**config.mk**
```make
export PLATFORM = sky130hd
export DESIGN_NAME = dma_axi64_cmd_arb
export DESIGN_NICKNAME = d
export VERILOG_FILES = /design/src/rtl/dma_axi64_cmd_arb_pkg.sv /design/src/rtl/dma_axi64_rr_arb.sv /design/src/rtl/dma_axi64_cmd_arb.sv
export SDC_FILE = /design/constraint.sdc
export NUM_CORES = 1
export LEC_CHECK = 0
export ABC_AREA = 1
export CAP_MARGIN = 20
export CORE_AREA = 5 5 296 298
export DETAILED_ROUTE_END_ITERATION = 12
export DIE_AREA = 0 0 301 303
export SLEW_MARGIN = 20
export SYNTH_ARGS = -nofsm -noshare
export SYNTH_HDL_FRONTEND = slang
export SYNTH_SLANG_ARGS = --single-unit
```
**constraint.sdc**
```tcl
create_clock -name clk -period 8.1 [get_ports clk]
set_input_delay 1.62 -clock clk [delete_from_list [all_inputs] [get_ports clk]]
set_output_delay 1.62 -clock clk [all_outputs]
set_load 0.01 [all_outputs]
```
**src/rtl/dma_axi64_cmd_arb_pkg.sv**
```systemverilog
// dma_axi64_cmd_arb_pkg: shared widths, FSM state type and round-robin helper for the command arbiter
package dma_axi64_cmd_arb_pkg;

    localparam int ID_BITS   = 4;
    localparam int LEN_BITS  = 4;
    localparam int SIZE_BITS = 3;
    localparam int OUTS_BITS = 4;

    typedef enum logic {
        ST_IDLE  = 1'b0,
        ST_VALID = 1'b1
    } cmd_state_e;

    function automatic int unsigned rr_next(input int unsigned idx, input int unsigned n);
        return (idx + 32'd1 == n) ? 32'd0 : idx + 32'd1;
    endfunction

endpackage

```
**src/rtl/dma_axi64_rr_arb.sv**
```systemverilog
// dma_axi64_rr_arb: combinational round-robin pick, lowest requesting index at or after the pointer wins
module dma_axi64_rr_arb #(
    parameter int N = 8,
    parameter int W = (N > 1) ? $clog2(N) : 1
) (
    input  logic [N-1:0] req_i,
    input  logic [W-1:0] ptr_i,
    output logic [N-1:0] gnt_o,
    output logic [W-1:0] idx_o,
    output logic         vld_o
);

    // scan from the farthest offset down so the nearest request to the pointer overrides
    always_comb begin
        idx_o = '0;
        vld_o = 1'b0;
        for (int k = N - 1; k >= 0; k--) begin
            if (req_i[(int'(ptr_i) + k) % N]) begin
                idx_o = W'((int'(ptr_i) + k) % N);
                vld_o = 1'b1;
            end
        end
        gnt_o = vld_o ? (N'(1) << idx_o) : '0;
    end

endmodule

```
**src/rtl/dma_axi64_cmd_arb.sv**
```systemverilog
// dma_axi64_cmd_arb: round-robin AR/AW command arbiter with per-direction outstanding-burst limit
module dma_axi64_cmd_arb
    import dma_axi64_cmd_arb_pkg::*;
#(
    parameter int CH_NUM   = 8,
    parameter int MAX_OUTS = 4
) (
    input  logic                          clk,
    input  logic                          reset,
    input  logic [CH_NUM-1:0]             ch_rd_req,
    input  logic [CH_NUM*32-1:0]          ch_rd_addr,
    input  logic [CH_NUM*LEN_BITS-1:0]    ch_rd_len,
    input  logic [CH_NUM*SIZE_BITS-1:0]   ch_rd_size,
    output logic [CH_NUM-1:0]             ch_rd_gnt,
    input  logic [CH_NUM-1:0]             ch_wr_req,
    input  logic [CH_NUM*32-1:0]          ch_wr_addr,
    input  logic [CH_NUM*LEN_BITS-1:0]    ch_wr_len,
    input  logic [CH_NUM*SIZE_BITS-1:0]   ch_wr_size,
    output logic [CH_NUM-1:0]             ch_wr_gnt,
    output logic [ID_BITS-1:0]            ARID0,
    output logic [31:0]                   ARADDR0,
    output logic [LEN_BITS-1:0]           ARLEN0,
    output logic [SIZE_BITS-1:0]          ARSIZE0,
    output logic                          ARVALID0,
    input  logic                          ARREADY0,
    output logic [ID_BITS-1:0]            AWID0,
    output logic [31:0]                   AWADDR0,
    output logic [LEN_BITS-1:0]           AWLEN0,
    output logic [SIZE_BITS-1:0]          AWSIZE0,
    output logic                          AWVALID0,
    input  logic                          AWREADY0,
    input  logic                          RVALID0,
    input  logic                          RREADY0,
    input  logic                          RLAST0,
    input  logic                          BVALID0,
    input  logic                          BREADY0,
    output logic [OUTS_BITS-1:0]          rd_outs,
    output logic [OUTS_BITS-1:0]          wr_outs,
    output logic                          idle
);

    localparam int PW = $clog2(CH_NUM);

    cmd_state_e            rd_state_q, rd_state_d, wr_state_q, wr_state_d;
    logic [PW-1:0]         rd_ptr_q, rd_ptr_d, wr_ptr_q, wr_ptr_d;
    logic [PW-1:0]         rd_pick_idx, wr_pick_idx, rd_win_q, wr_win_q;
    logic [CH_NUM-1:0]     rd_pick_oh, wr_pick_oh, rd_oh_q, wr_oh_q;
    logic                  rd_pick_vld, wr_pick_vld, rd_load, wr_load;
    logic                  rd_hs, wr_hs, rd_done, wr_done;
    logic [OUTS_BITS-1:0]  rd_outs_q, rd_outs_d, wr_outs_q, wr_outs_d;
    logic [31:0]           rd_addr_q, wr_addr_q;
    logic [LEN_BITS-1:0]   rd_len_q, wr_len_q;
    logic [SIZE_BITS-1:0]  rd_size_q, wr_size_q;

    dma_axi64_rr_arb #(.N(CH_NUM), .W(PW)) u_rd_arb (
        .req_i (ch_rd_req),
        .ptr_i (rd_ptr_q),
        .gnt_o (rd_pick_oh),
        .idx_o (rd_pick_idx),
        .vld_o (rd_pick_vld)
    );

    dma_axi64_rr_arb #(.N(CH_NUM), .W(PW)) u_wr_arb (
        .req_i (ch_wr_req),
        .ptr_i (wr_ptr_q),
        .gnt_o (wr_pick_oh),
        .idx_o (wr_pick_idx),
        .vld_o (wr_pick_vld)
    );

    assign ARVALID0 = rd_state_q == ST_VALID;
    assign AWVALID0 = wr_state_q == ST_VALID;
    assign ARID0    = ID_BITS'(rd_win_q);
    assign AWID0    = ID_BITS'(wr_win_q);
    assign ARADDR0  = rd_addr_q;
    assign AWADDR0  = wr_addr_q;
    assign ARLEN0   = rd_len_q;
    assign AWLEN0   = wr_len_q;
    assign ARSIZE0  = rd_size_q;
    assign AWSIZE0  = wr_size_q;
    assign rd_outs  = rd_outs_q;
    assign wr_outs  = wr_outs_q;

    assign rd_hs   = ARVALID0 & ARREADY0;
    assign wr_hs   = AWVALID0 & AWREADY0;
    assign rd_done = RVALID0 & RREADY0 & RLAST0;
    assign wr_done = BVALID0 & BREADY0;

    assign idle = ~ARVALID0 & ~AWVALID0 & (rd_outs_q == '0) & (wr_outs_q == '0)
                & ~|ch_rd_req & ~|ch_wr_req;

    // read FSM next state: latch a winner when not full, release it on the AR handshake
    always_comb begin
        rd_state_d = rd_state_q;
        rd_ptr_d   = rd_ptr_q;
        rd_load    = 1'b0;
        ch_rd_gnt  = '0;
        if (rd_state_q == ST_IDLE) begin
            if (rd_pick_vld && rd_outs_q != OUTS_BITS'(MAX_OUTS)) begin
                rd_load    = 1'b1;
                rd_state_d = ST_VALID;
            end
        end else if (ARREADY0) begin
            ch_rd_gnt  = rd_oh_q;
            rd_ptr_d   = PW'(rr_next(32'(rd_win_q), CH_NUM));
            rd_state_d = ST_IDLE;
        end
    end

    // write FSM next state: same policy on the AW channel
    always_comb begin
        wr_state_d = wr_state_q;
        wr_ptr_d   = wr_ptr_q;
        wr_load    = 1'b0;
        ch_wr_gnt  = '0;
        if (wr_state_q == ST_IDLE) begin
            if (wr_pick_vld && wr_outs_q != OUTS_BITS'(MAX_OUTS)) begin
                wr_load    = 1'b1;
                wr_state_d = ST_VALID;
            end
        end else if (AWREADY0) begin
            ch_wr_gnt  = wr_oh_q;
            wr_ptr_d   = PW'(rr_next(32'(wr_win_q), CH_NUM));
            wr_state_d = ST_IDLE;
        end
    end

    // outstanding counters: issue and completion together cancel, completion at zero is dropped
    always_comb begin
        rd_outs_d = (rd_hs & ~rd_done) ? rd_outs_q + 1'b1
                  : (~rd_hs & rd_done & (rd_outs_q != '0)) ? rd_outs_q - 1'b1 : rd_outs_q;
        wr_outs_d = (wr_hs & ~wr_done) ? wr_outs_q + 1'b1
                  : (~wr_hs & wr_done & (wr_outs_q != '0)) ? wr_outs_q - 1'b1 : wr_outs_q;
    end

    // state, pointer and counter registers
    always_ff @(posedge clk or posedge reset) begin
        if (reset) begin
            rd_state_q <= ST_IDLE;
            wr_state_q <= ST_IDLE;
            rd_ptr_q   <= '0;
            wr_ptr_q   <= '0;
            rd_outs_q  <= '0;
            wr_outs_q  <= '0;
        end else begin
            rd_state_q <= rd_state_d;
            wr_state_q <= wr_state_d;
            rd_ptr_q   <= rd_ptr_d;
            wr_ptr_q   <= wr_ptr_d;
            rd_outs_q  <= rd_outs_d;
            wr_outs_q  <= wr_outs_d;
        end
    end

    // read payload captured from the winning channel when the command is latched
    always_ff @(posedge clk or posedge reset) begin
        if (reset) begin
            rd_win_q  <= '0;
            rd_oh_q   <= '0;
            rd_addr_q <= '0;
            rd_len_q  <= '0;
            rd_size_q <= '0;
        end else if (rd_load) begin
            rd_win_q  <= rd_pick_idx;
            rd_oh_q   <= rd_pick_oh;
            rd_addr_q <= ch_rd_addr[32*rd_pick_idx +: 32];
            rd_len_q  <= ch_rd_len[LEN_BITS*rd_pick_idx +: LEN_BITS];
            rd_size_q <= ch_rd_size[SIZE_BITS*rd_pick_idx +: SIZE_BITS];
        end
    end

    // write payload captured from the winning channel when the command is latched
    always_ff @(posedge clk or posedge reset) begin
        if (reset) begin
            wr_win_q  <= '0;
            wr_oh_q   <= '0;
            wr_addr_q <= '0;
            wr_len_q  <= '0;
            wr_size_q <= '0;
        end else if (wr_load) begin
            wr_win_q  <= wr_pick_idx;
            wr_oh_q   <= wr_pick_oh;
            wr_addr_q <= ch_wr_addr[32*wr_pick_idx +: 32];
            wr_len_q  <= ch_wr_len[LEN_BITS*wr_pick_idx +: LEN_BITS];
            wr_size_q <= ch_wr_size[SIZE_BITS*wr_pick_idx +: SIZE_BITS];
        end
    end

endmodule

```
# After elaboration in Yosys (flattened, before gate mapping)
# Cells that the tools add are included.
word_totals:
  regBits: 116
  elab_cells: 228
  in_bits: 649
  out_inout_bits: 113
op_classes:
  shift: 8
  order_cmp: 16
  n_mul: 2
  mux: 98
  n_addsub: 20
  reduce_logical: 28
  bitwise: 36
  eq_ne: 4
ops:
  columns: ["cell", "count"]
  rows:
  - ["256-bit by 9-bit indexed part select with 32-bit output", 2]
  - ["4-bit by 5-bit less-than comparator with 1-bit output, second input constant", 14]
  - ["32-bit by 6-bit indexed part select with 4-bit output", 2]
  - ["1-bit two-way mux", 54]
  - ["3-bit two-way mux", 18]
  - ["1-bit binary-select mux with 3-bit select", 16]
  - ["8-bit two-way mux", 6]
  - ["24-bit by 6-bit indexed part select with 3-bit output", 2]
  - ["3-bit OR reduction", 14]
  - ["3-bit adder, second input constant", 8]
  - ["1-bit AND", 16]
  - ["4-bit two-way mux", 4]
  - ["8-bit OR reduction", 2]
  - ["1-bit by 3-bit << shifter with 8-bit output, first input constant", 2]
  - ["1-bit AND, first input constant", 14]
  - ["3-bit by 2-bit adder with 3-bit output, second input constant", 4]
  - ["2-bit by 3-bit multiplier with 5-bit output, first input constant", 2]
  - ["3-bit by 1-bit adder with 4-bit output, second input constant", 2]
  - ["4-bit by 1-bit adder with 4-bit output, second input constant", 2]
  - ["4-bit == test, second input constant", 2]
  - ["4-bit zero test", 2]
  - ["3-bit by 4-bit less-than comparator with 1-bit output, second input constant", 2]
  - ["4-bit by 3-bit != test with 1-bit output, second input constant", 2]
  - ["4-bit nonzero test", 2]
  - ["other kinds (7)", 18]

# Longest topological paths before layout
# Gate-level depths: netlist of the first run.
logic_depth:
  depth_word: 17
  ltp_mapped: 24

# Modules after synthesis
# A second synthesis of the first run with hierarchy kept.
hier_totals:
  hier_cells: 2305
  hier_area_um2: 12176.7
modules_own_cells:
  columns: ["module", "n_inst", "area_per_inst_um2", "seq_area_each_um2", "cells_per_inst"]
  rows:
  - ["dma_axi64_cmd_arb", 1, 10655.2, 2902.8, 2013]
  - ["dma_axi64_rr_arb", 2, 760.7, 0.0, 146]

# Worst setup path after synthesis of the first run
# OpenSTA, ideal clock, no wires.
synth_path:
  path_kind: "input port to output port"
  start: "in ch_rd_req[6]"
  end: "out idle"
  path_buffers: 0
  path_slack_ns: 3.748
  required_time_ns: 6.480
  arrival_ns: 2.732
  path_stages: 4
  path_cell_list: "or4_1 nor4_1 inv_1 nor4_1"
synth_between:
  elab_chain_cells: 4
synth_rtl:
  columns: ["item", "line_no", "source"]
  rows:
  - ["start: declaration", "dma_axi64_cmd_arb.sv:10", "input logic [CH_NUM-1:0] ch_rd_req,"]
  - ["8-bit OR reduction", "dma_axi64_cmd_arb.sv:90", "& ~|ch_rd_req & ~|ch_wr_req;"]
  - ["1-bit zero test", "dma_axi64_cmd_arb.sv:90", null]
  - ["1-bit AND (2 in a row)", "dma_axi64_cmd_arb.sv:90", null]
  - ["end: declaration", "dma_axi64_cmd_arb.sv:39", "output logic idle"]
# Every way passes these cells.

# Worst setup path in the final report of the first run
layout_path:
  start: "in ch_wr_req[3]"
  end: "out idle"
layout_between:
  elab_chain_cells: 3
layout_rtl:
  columns: ["item", "line_no", "source"]
  rows:
  - ["start: declaration", "dma_axi64_cmd_arb.sv:15", "input logic [CH_NUM-1:0] ch_wr_req,"]
  - ["8-bit OR reduction", "dma_axi64_cmd_arb.sv:90", null]
  - ["1-bit zero test", "dma_axi64_cmd_arb.sv:90", null]
  - ["1-bit AND", "dma_axi64_cmd_arb.sv:90", null]
# Every way passes these cells.

==> results.py, run 1 <==
metrics = {
    "outcome": {
        "outcome": "complete, no violations",
    },
    "floorplanning": {
        "start_util_pct": 15.4,
        "boundaryPins": 762,
        "chipHeight_um": 303,
        "num_rows": 107,
        "chipWidth_um": 301,
        "die_area_sq_um": 91200,
        "core-area_sq_um": 84600,
    },
    "critical_path": {
        "path_max_fanout": 4,
        "criticalPathCategory": "primary input to primary output",
        "setup_crit_start_kind": "primary input",
        "worst-endpoint-required_ns": 6.48,
        "r2r_end": "AWADDR0[0]",
        "rrSetupSlack_ns": 3.32,
        "worstSetupEndpointType": "primary output",
        "regToRegStartpoint": "wr_ptr_q[0]",
        "crit_arrival_ns": 3.95,
        "ff2ff_path_depth": 18,
    },
    "min_path": {
        "timing.hold.worst.class": "flip-flop to flip-flop",
        "worst_hold_path.num_cells": 2,
        "min_delay_worst_endpoint": "ARADDR0[6]",
        "worst_hold_startpoint": "ARADDR0[6]",
    },
    "logic_synthesis": {
        "synthDominantCellAreaShare_pct": 38.7,
        "synth-seq-area-share_pct": 22.3,
        "postSynthCellCount": 2422,
        "synthDistinctLibCells": 33,
        "synthTopCellsByArea": "nand2_1, nand3_1, dfrtp_1, buf_2, buf_4",
        "synth_seq_cells": 116,
        "synth.cell_area_sq_um": 13000,
        "synth.avg_cell_area_sq_um": 5.38,
        "yosys_warnings": 0,
        "synth_area_leader_cell": "nand2_1",
    },
    "routing": {
        "antenna_violating_nets_left": 0,
        "drt_iter0_markers": 1418,
        "routed_wirelength_um": 81600,
        "post_drt_wl_per_cell_um": 19.4,
        "drc": 0,
        "drt_pass1_iterations": 5,
        "routed_via_density": 4.33,
        "total_number_of_vias": 18200,
    },
    "placement": {
        "place_hpwl_um": 63900,
        "detailedPlace.worstSlack_ns": 2.50,
        "io_buffer_count": 759,
        "gp_congestion": 0.866,
    },
    "sta": {
        "finClkSkew_ns": 0.0196,
        "layout_setup_ws_ns": 2.53,
        "setup_total_negative_slack_ns": 0,
        "grt_setup_unrepaired": "no",
        "highest_attainable_clock_frequency_ghz": 0.179,
        "final_max_slew_viol_count": 0,
        "period_utilization_pct": 68.8,
        "period_needed_ns": 5.57,
        "max_slew_margin_pct": 32.0,
        "worst_slew_pin_slew_ns": 1.02,
        "timing.final.hold_violations": 0,
        "setup_viol_count_final": 0,
    },
    "cts": {
        "worst_skew_pair.late_latency_ns": 0.47,
        "path_clk_slew_ns": 0.06,
        "cts.sink_count": 116,
        "holdBufCountCts": 0,
        "ctsHtreeMaxLevel": 4,
        "cts.root.buffer_cell": "clkbuf_16",
        "post_cts_buffers": 0,
        "postCtsResizedCells": 0,
        "cts.path.max_buffers": 2,
        "number_of_buffers_created_by_cts": 17,
        "cts_tree": "built",
    },
    "global_route": {
        "pin_count_of_the_biggest_net_entering_global_routing": 120,
        "grt_first_pass_wirelength_um": 115000,
        "gr-total-overflow": 0,
        "grt_usage_pct": 16.8,
        "antenna_found_initial": 27,
        "vias_in_the_first_global_route": 17400,
    },
    "cells_and_area": {
        "area_growth_pct": 68.0,
        "final_nets": 3700,
        "layout-drive-gt1-share_pct": 3.28,
        "fillCellCount": 9610,
    },
    "flow_run": {
        "drv_cap": 0,
    },
}
layout make-up:
type	count	area (sq um)	area share, %
multi-input cells	2062	8950	40.9
repair buffers	778	7760	35.5
flip-flops and latches	116	2900	13.3
well taps	1144	1430	6.54
clock buffers	18	439	2.01
inverters	64	250	1.14
clock inverters	14	119	0.543
diodes	9	22.5	0.103
per-stage QoR:
step / utilization (%) / hold WS, ns / instance area [sq um] / std cells
after floorplan: - / 0.515 / 13000 / 2423
after global placement: 25.2 / 0.477 / 21300 / 4164
after detailed placement: 25.2 / 0.481 / 21300 / 4164
after CTS: 25.8 / 0.500 / 21900 / 4196
after global routing: 25.9 / 0.517 / 21900 / 4202
final: 25.9 / 0.494 / 21900 / 4205
worst max-delay path by stage:
| stage | startpoint | to | slack (ns) | depth (start not counted) |
|---|---|---|---|---|
| CTS | ch_wr_req[3] | idle | 2.50 | 11 |
| global placement | ch_wr_req[3] | idle | 2.48 | 11 |
| global route | ch_wr_req[3] | idle | 2.32 | 11 |
| finish | ch_wr_req[3] | idle | 2.53 | 11 |
| floorplan | reset | ARADDR0[0] | 3.41 | 1 |
| detailed placement | ch_wr_req[3] | idle | 2.50 | 11 |
sequential cells by signal, summed over array words and instances (netlist names), 4 cells and up:
name / count
AWADDR0: 32
wr_outs: 4
ARLEN0: 4
wr_oh_q: 8
rd_outs: 4
AWLEN0: 4
rd_oh_q: 8
ARADDR0: 32
cell usage after synthesis, drive strengths merged:
library cell and count:
a21o 2, a21oi 16, buf 139, clkbuf 42, conb 1, dfrtp 116
fa 2, ha 10, inv 64, mux2 3, nand2 1357, nand3 590
nand3b 1, nand4 2, nor2 31, nor4 2, o21ai 14, o22ai 16
or2 1, or4 1, xnor2 4, xor2 8
cell usage in the layout, fill, tap and decap left out, types with 8 or more instances in the layout:
cell type	instances
dfrtp_1	116
clkdlybuf4s50_1	759
ha_1	10
nand2_4	8
a21oi_1	14
o22ai_1	16
inv_1	41
nor2_1	29
o21ai_0	14
clkbuf_16	17
inv_2	19
xor2_1	8
diode_2	9
nand3_1	587
buf_4	17
nand2_1	1341
routing by layer:
metal / wire, um / track usage (%) / vias up / part of all wire [%]
li1: - / - / 8984 / -
met4: 2390 / 6.06 / 14 / 2.9
met1: 32300 / 19.7 / 8364 / 40
met2: 39600 / 28.7 / 756 / 49
met5: 90 / 0 / - / 0.11
met3: 7250 / 5.40 / 104 / 8.9
cell families after synthesis:
logic type / after synthesis / share of synthesized area (%)
AOI/OAI and AO/OA: 48 / 2.09
xor gates and xnor gates: 12 / 0.807
adders and majority gates: 12 / 1.27
buffers and inverters: 245 / 9.70
DFF: 116 / 22.3
muxes: 3 / 0.259
other: 1 / 0.0288
and+or+nand+nor: 1985 / 63.6
critical path, cell delays in order:
cell,delay (ns)
clkdlybuf4s50_1,0.43
nand2_1,0.10
nand3_1,0.11
nand3_1,0.17
nand2_1,0.16
inv_1,0.12
nand3_1,0.09
nor2_1,0.12
inv_1,0.07
nor4_1,0.34
clkdlybuf4s50_1,0.62
Power of run 1 is left out: the tool's default activity adds up to more than one toggle a clock period on the data nets, which glitch-free logic cannot reach.
==> run 2, diff against run 1 <==
==> constraint.sdc (replaced) <==
create_clock -name clk -period 5.23 [get_ports clk]
set_input_delay 1.046 -clock clk [delete_from_list [all_inputs] [get_ports clk]]
set_output_delay 1.046 -clock clk [all_outputs]
set_load 0.01 [all_outputs]
==> run 2 against run 1 <==
Register-to-register slack got worse by 2.2 ns. First-iteration DRC count decreased by 4.9%. Sequential share of layout area decreased by 0.15 points. Worst hold slack improved by 0.0045 ns. Global-route usage increased by 0.30 points. Core utilization increased by 0.29 points. Worst setup slack got worse by 2.0 ns. Non-clock buffer count increased by 16. Die area unchanged. Critical endpoint unchanged.
==> results.py, run 2 (same netlist as run 1, synthesis figures left out) <==
metrics = {
    "outcome": {
        "outcome": "complete, no violations",
    },
    "routing": {
        "routed_wirelength_um": 83000,
        "antenna_violating_nets_left": 0,
        "drc": 0,
        "drt_iter0_markers": 1348,
        "total_number_of_vias": 18300,
        "routed_via_density": 4.33,
        "post_drt_wl_per_cell_um": 19.7,
        "drt_pass1_iterations": 6,
    },
    "critical_path": {
        "rrSetupSlack_ns": 1.09,
        "setup_crit_start_kind": "flip-flop",
        "criticalPathCategory": "flip-flop to primary output",
        "worst-endpoint-required_ns": 4.18,
        "worstSetupEndpointType": "primary output",
        "crit_arrival_ns": 3.67,
        "path_max_fanout": 10,
    },
    "cells_and_area": {
        "layout-drive-gt1-share_pct": 3.78,
        "finalCoreUtilization_pct": 26.2,
        "layout.cells.most_common_list": "nand2_1, clkdlybuf4s50_1, nand3_1",
        "layout_commonest_cell": "nand2_1",
        "area_growth_pct": 69.9,
        "fillCellCount": 9649,
        "final_nets": 3716,
        "final_area_sq_um": 22100,
    },
    "sta": {
        "final_max_slew_viol_count": 0,
        "timing.final.hold_violations": 0,
        "highest_attainable_clock_frequency_ghz": 0.212,
        "finClkSkew_ns": 0.0234,
        "max_slew_margin_pct": 44.1,
        "setup_total_negative_slack_ns": 0,
        "period_utilization_pct": 90.3,
        "grt_setup_unrepaired": "no",
        "setup_viol_count_final": 0,
        "worst_slew_pin_slew_ns": 0.839,
        "period_needed_ns": 4.72,
    },
    "floorplanning": {
        "die_area_sq_um": 91200,
        "start_util_pct": 15.4,
        "boundaryPins": 762,
        "chipHeight_um": 303,
        "core-area_sq_um": 84600,
        "num_rows": 107,
        "chipWidth_um": 301,
    },
    "cts": {
        "cts.sink_count": 116,
        "cts_tree": "built",
        "ctsHtreeMaxLevel": 4,
        "path_clk_slew_ns": 0.07,
        "postCtsResizedCells": 0,
        "worst_skew_pair.late_latency_ns": 0.48,
        "cts.path.max_buffers": 2,
        "number_of_buffers_created_by_cts": 17,
        "holdBufCountCts": 0,
        "cts.root.buffer_cell": "clkbuf_16",
        "post_cts_buffers": 0,
    },
    "placement": {
        "gp_congestion": 0.852,
        "place_hpwl_um": 64600,
        "placement.cell_area_sq_um": 21500,
        "io_buffer_count": 759,
    },
    "flow_run": {
        "drv_cap": 0,
    },
    "global_route": {
        "gr-total-overflow": 0,
        "grt_usage_pct": 17.1,
        "vias_in_the_first_global_route": 17700,
        "pin_count_of_the_biggest_net_entering_global_routing": 119,
        "grt_first_pass_wirelength_um": 117000,
        "antenna_found_initial": 24,
    },
    "min_path": {
        "timing.hold.worst.class": "flip-flop to flip-flop",
    },
}
-- run 2: path summary, 6_finish.rpt --
path | start | endpoint | depth (start not counted)
worst max-delay path | wr_ptr_q[1] | idle | 12
worst min-delay path | ARADDR0[31] | ARADDR0[31] | 2
worst max register to register | rd_ptr_q[0] | ARSIZE0[0] | 21
worst min register to register | ARADDR0[31] | ARADDR0[31] | 2
max in group asynchronous | reset | rd_outs[2] | 3
min in group asynchronous | reset | ARADDR0[19] | 2
-- run 2: layout make-up --
type	instances	area, sq um	area share (%)
tap	1144	1430	6.47
clock inverter	13	139	0.628
multi-input combinational	2062	8950	40.5
inverter	64	250	1.13
timing repair buffer	794	7970	36.0
antenna	11	27.5	0.124
sequential	116	2900	13.1
clock buffer	19	453	2.05
-- run 2: metal layers --
metal / track usage, % / up-vias / part of all wire, %
li1: - / 9022 / -
met3: 6.09 / 124 / 9.5
met5: 0.688 / - / 0.12
met2: 28.5 / 816 / 48
met4: 7.19 / 16 / 3.5
met1: 19.8 / 8314 / 39
-- run 2: through the flow --
step	std cells	setup WS [ns]	hold slack, ns
floorplan	2423	1.11	0.515
global placement	4180	0.615	0.479
detailed placement	4180	0.711	0.481
CTS	4212	0.456	0.502
global route	4218	0.255	0.513
finish	4223	0.509	0.498
-- run 2: worst max-delay path, cell delays in order (launching register included) --
cell and delay, ns:
dfrtp_1 0.59, inv_4 0.15, ha_1 0.43, inv_1 0.21, nand3_1 0.13, nand3_1 0.15
nand2_1 0.14, nor2_1 0.11, nand3_1 0.10, nor2_1 0.13, inv_1 0.08, nor4_1 0.39
clkdlybuf4s50_1 0.63
Power of run 2 is left out for the same reason.
==> run 3, diff against run 2 <==
--- a/config.mk
+++ b/config.mk
@@ -8,8 +8,10 @@
 export ABC_AREA = 1
 export CAP_MARGIN = 20
 export CORE_AREA = 5 5 296 298
+export CTS_BUF_LIST = sky130_fd_sc_hd__clkbuf_4
 export DETAILED_ROUTE_END_ITERATION = 12
 export DIE_AREA = 0 0 301 303
+export PLACE_DENSITY_LB_ADDON = 0.12
 export SLEW_MARGIN = 20
 export SYNTH_ARGS = -nofsm -noshare
 export SYNTH_HDL_FRONTEND = slang
==> run 3 against run 2 <==
Final cell count increased by 0.24%. Die area unchanged. Sequential share of layout area increased by 0.19 points. Routed wire length increased by 6.1%. Global-route usage increased by 1.3 points. Clock skew increased by 0.018 ns. Critical path depth unchanged.
==> results.py, run 3 (same netlist as run 1, synthesis figures left out) <==
metrics = {
    "outcome": {
        "outcome": "complete, no violations",
    },
    "sta": {
        "period_needed_ns": 4.87,
        "highest_attainable_clock_frequency_ghz": 0.205,
        "grt_setup_unrepaired": "no",
        "period_utilization_pct": 93.1,
        "finClkSkew_ns": 0.0410,
        "setup_total_negative_slack_ns": 0,
        "timing.final.hold_violations": 0,
        "layout_setup_ws_ns": 0.362,
        "final_max_slew_viol_count": 0,
        "setup_viol_count_final": 0,
        "max_slew_margin_pct": 47.2,
        "worst_slew_pin_slew_ns": 0.793,
    },
    "flow_run": {
        "drv_cap": 0,
    },
    "placement": {
        "detailedPlace.worstSlack_ns": 0.709,
        "io_buffer_count": 759,
        "gp_congestion": 0.815,
        "place_hpwl_um": 68300,
        "placement.cell_area_sq_um": 21500,
    },
    "floorplanning": {
        "start_util_pct": 15.4,
        "boundaryPins": 762,
        "die_area_sq_um": 91200,
        "core-area_sq_um": 84600,
        "num_rows": 107,
        "chipWidth_um": 301,
        "chipHeight_um": 303,
    },
    "critical_path": {
        "criticalPathCategory": "flip-flop to primary output",
        "worstSetupEndpointType": "primary output",
        "worst-endpoint-required_ns": 4.18,
        "crit_arrival_ns": 3.82,
        "path_max_fanout": 10,
        "setup_crit_start_kind": "flip-flop",
    },
    "cts": {
        "cts.root.buffer_cell": "clkbuf_4",
        "number_of_buffers_created_by_cts": 17,
        "cts.path.max_buffers": 2,
        "cts_tree": "built",
        "worst_skew_pair.late_latency_ns": 0.71,
        "path_clk_slew_ns": 0.14,
        "postCtsResizedCells": 0,
        "ctsHtreeMaxLevel": 4,
        "post_cts_buffers": 0,
        "cts.sink_count": 116,
        "holdBufCountCts": 0,
    },
    "global_route": {
        "gr-total-overflow": 0,
        "grt_usage_pct": 18.3,
        "vias_in_the_first_global_route": 18300,
        "pin_count_of_the_biggest_net_entering_global_routing": 122,
        "antenna_found_initial": 36,
        "grt_first_pass_wirelength_um": 125000,
    },
    "cells_and_area": {
        "area_growth_pct": 67.5,
        "layout-drive-gt1-share_pct": 3.65,
        "final_area_sq_um": 21800,
        "final_nets": 3713,
        "fillCellCount": 9826,
        "layout.cells.most_common_list": "nand2_1, clkdlybuf4s50_1, nand3_1",
        "layout_commonest_cell": "nand2_1",
        "finalCoreUtilization_pct": 25.8,
    },
    "routing": {
        "drt_pass1_iterations": 5,
        "routed_wirelength_um": 88100,
        "post_drt_wl_per_cell_um": 20.8,
        "routed_via_density": 4.28,
        "drt_iter0_markers": 1114,
        "drc": 0,
        "antenna_violating_nets_left": 0,
        "total_number_of_vias": 18100,
    },
    "min_path": {
        "timing.hold.worst.class": "flip-flop to flip-flop",
    },
}
-- run 3: cell count changes in the layout (fill, tap and decap cells not counted), sizes merged --
cell,change
clkbuf,-2
buf,-3
clkinv,+1
diode,+13
bufinv,+1
clkinvlp,+1
inv,-1
-- run 3: path summary, 6_finish.rpt --
path,cells past startpoint,slack [ns],endpoint,from
min reg2reg,2,0.51,AWADDR0[21],AWADDR0[21]
max,12,0.36,idle,wr_ptr_q[1]
min,2,0.51,AWADDR0[21],AWADDR0[21]
min in group asynchronous,2,0.80,ARADDR0[31],reset
max in group asynchronous,3,3.43,AWLEN0[1],reset
max reg2reg,21,1.32,ARADDR0[20],rd_ptr_q[0]
-- run 3: cell type report --
type                       instances  area, sq um  share of cell area, %
clock buffer                      17          128                  0.585
timing repair buffer             791         7950                   36.4
multi-input combinational       2062         8940                   41.0
sequential                       116         2900                   13.3
inverter                          64          250                   1.15
clock inverter                    15          154                  0.705
tap                             1144         1430                   6.56
antenna                           24         60.1                  0.275
-- run 3: metal layers --
metal	GRT usage (%)	routed length (um)
met5	0	157
met2	31.0	42600
met4	5.49	1540
met3	6.51	7370
met1	22.0	36400
-- run 3: worst max-delay path: stages (launching register included) --
cell,delay (ns)
dfrtp_2,0.51
inv_4,0.11
ha_1,0.41
inv_1,0.21
nand3_1,0.14
nand3_1,0.13
nand2_1,0.13
nor2_1,0.12
nand3_1,0.08
nor2_1,0.27
inv_1,0.15
nor4_1,0.26
clkdlybuf4s50_1,0.59
-- run 3: per-stage QoR --
step                std cells  hold WS [ns]
detailed placement       4177         0.480
global placement         4177         0.480
finish                   4233         0.510
floorplan                2423         0.515
global route             4228         0.527
CTS                      4209         0.516
Power of run 3 is left out for the same reason.
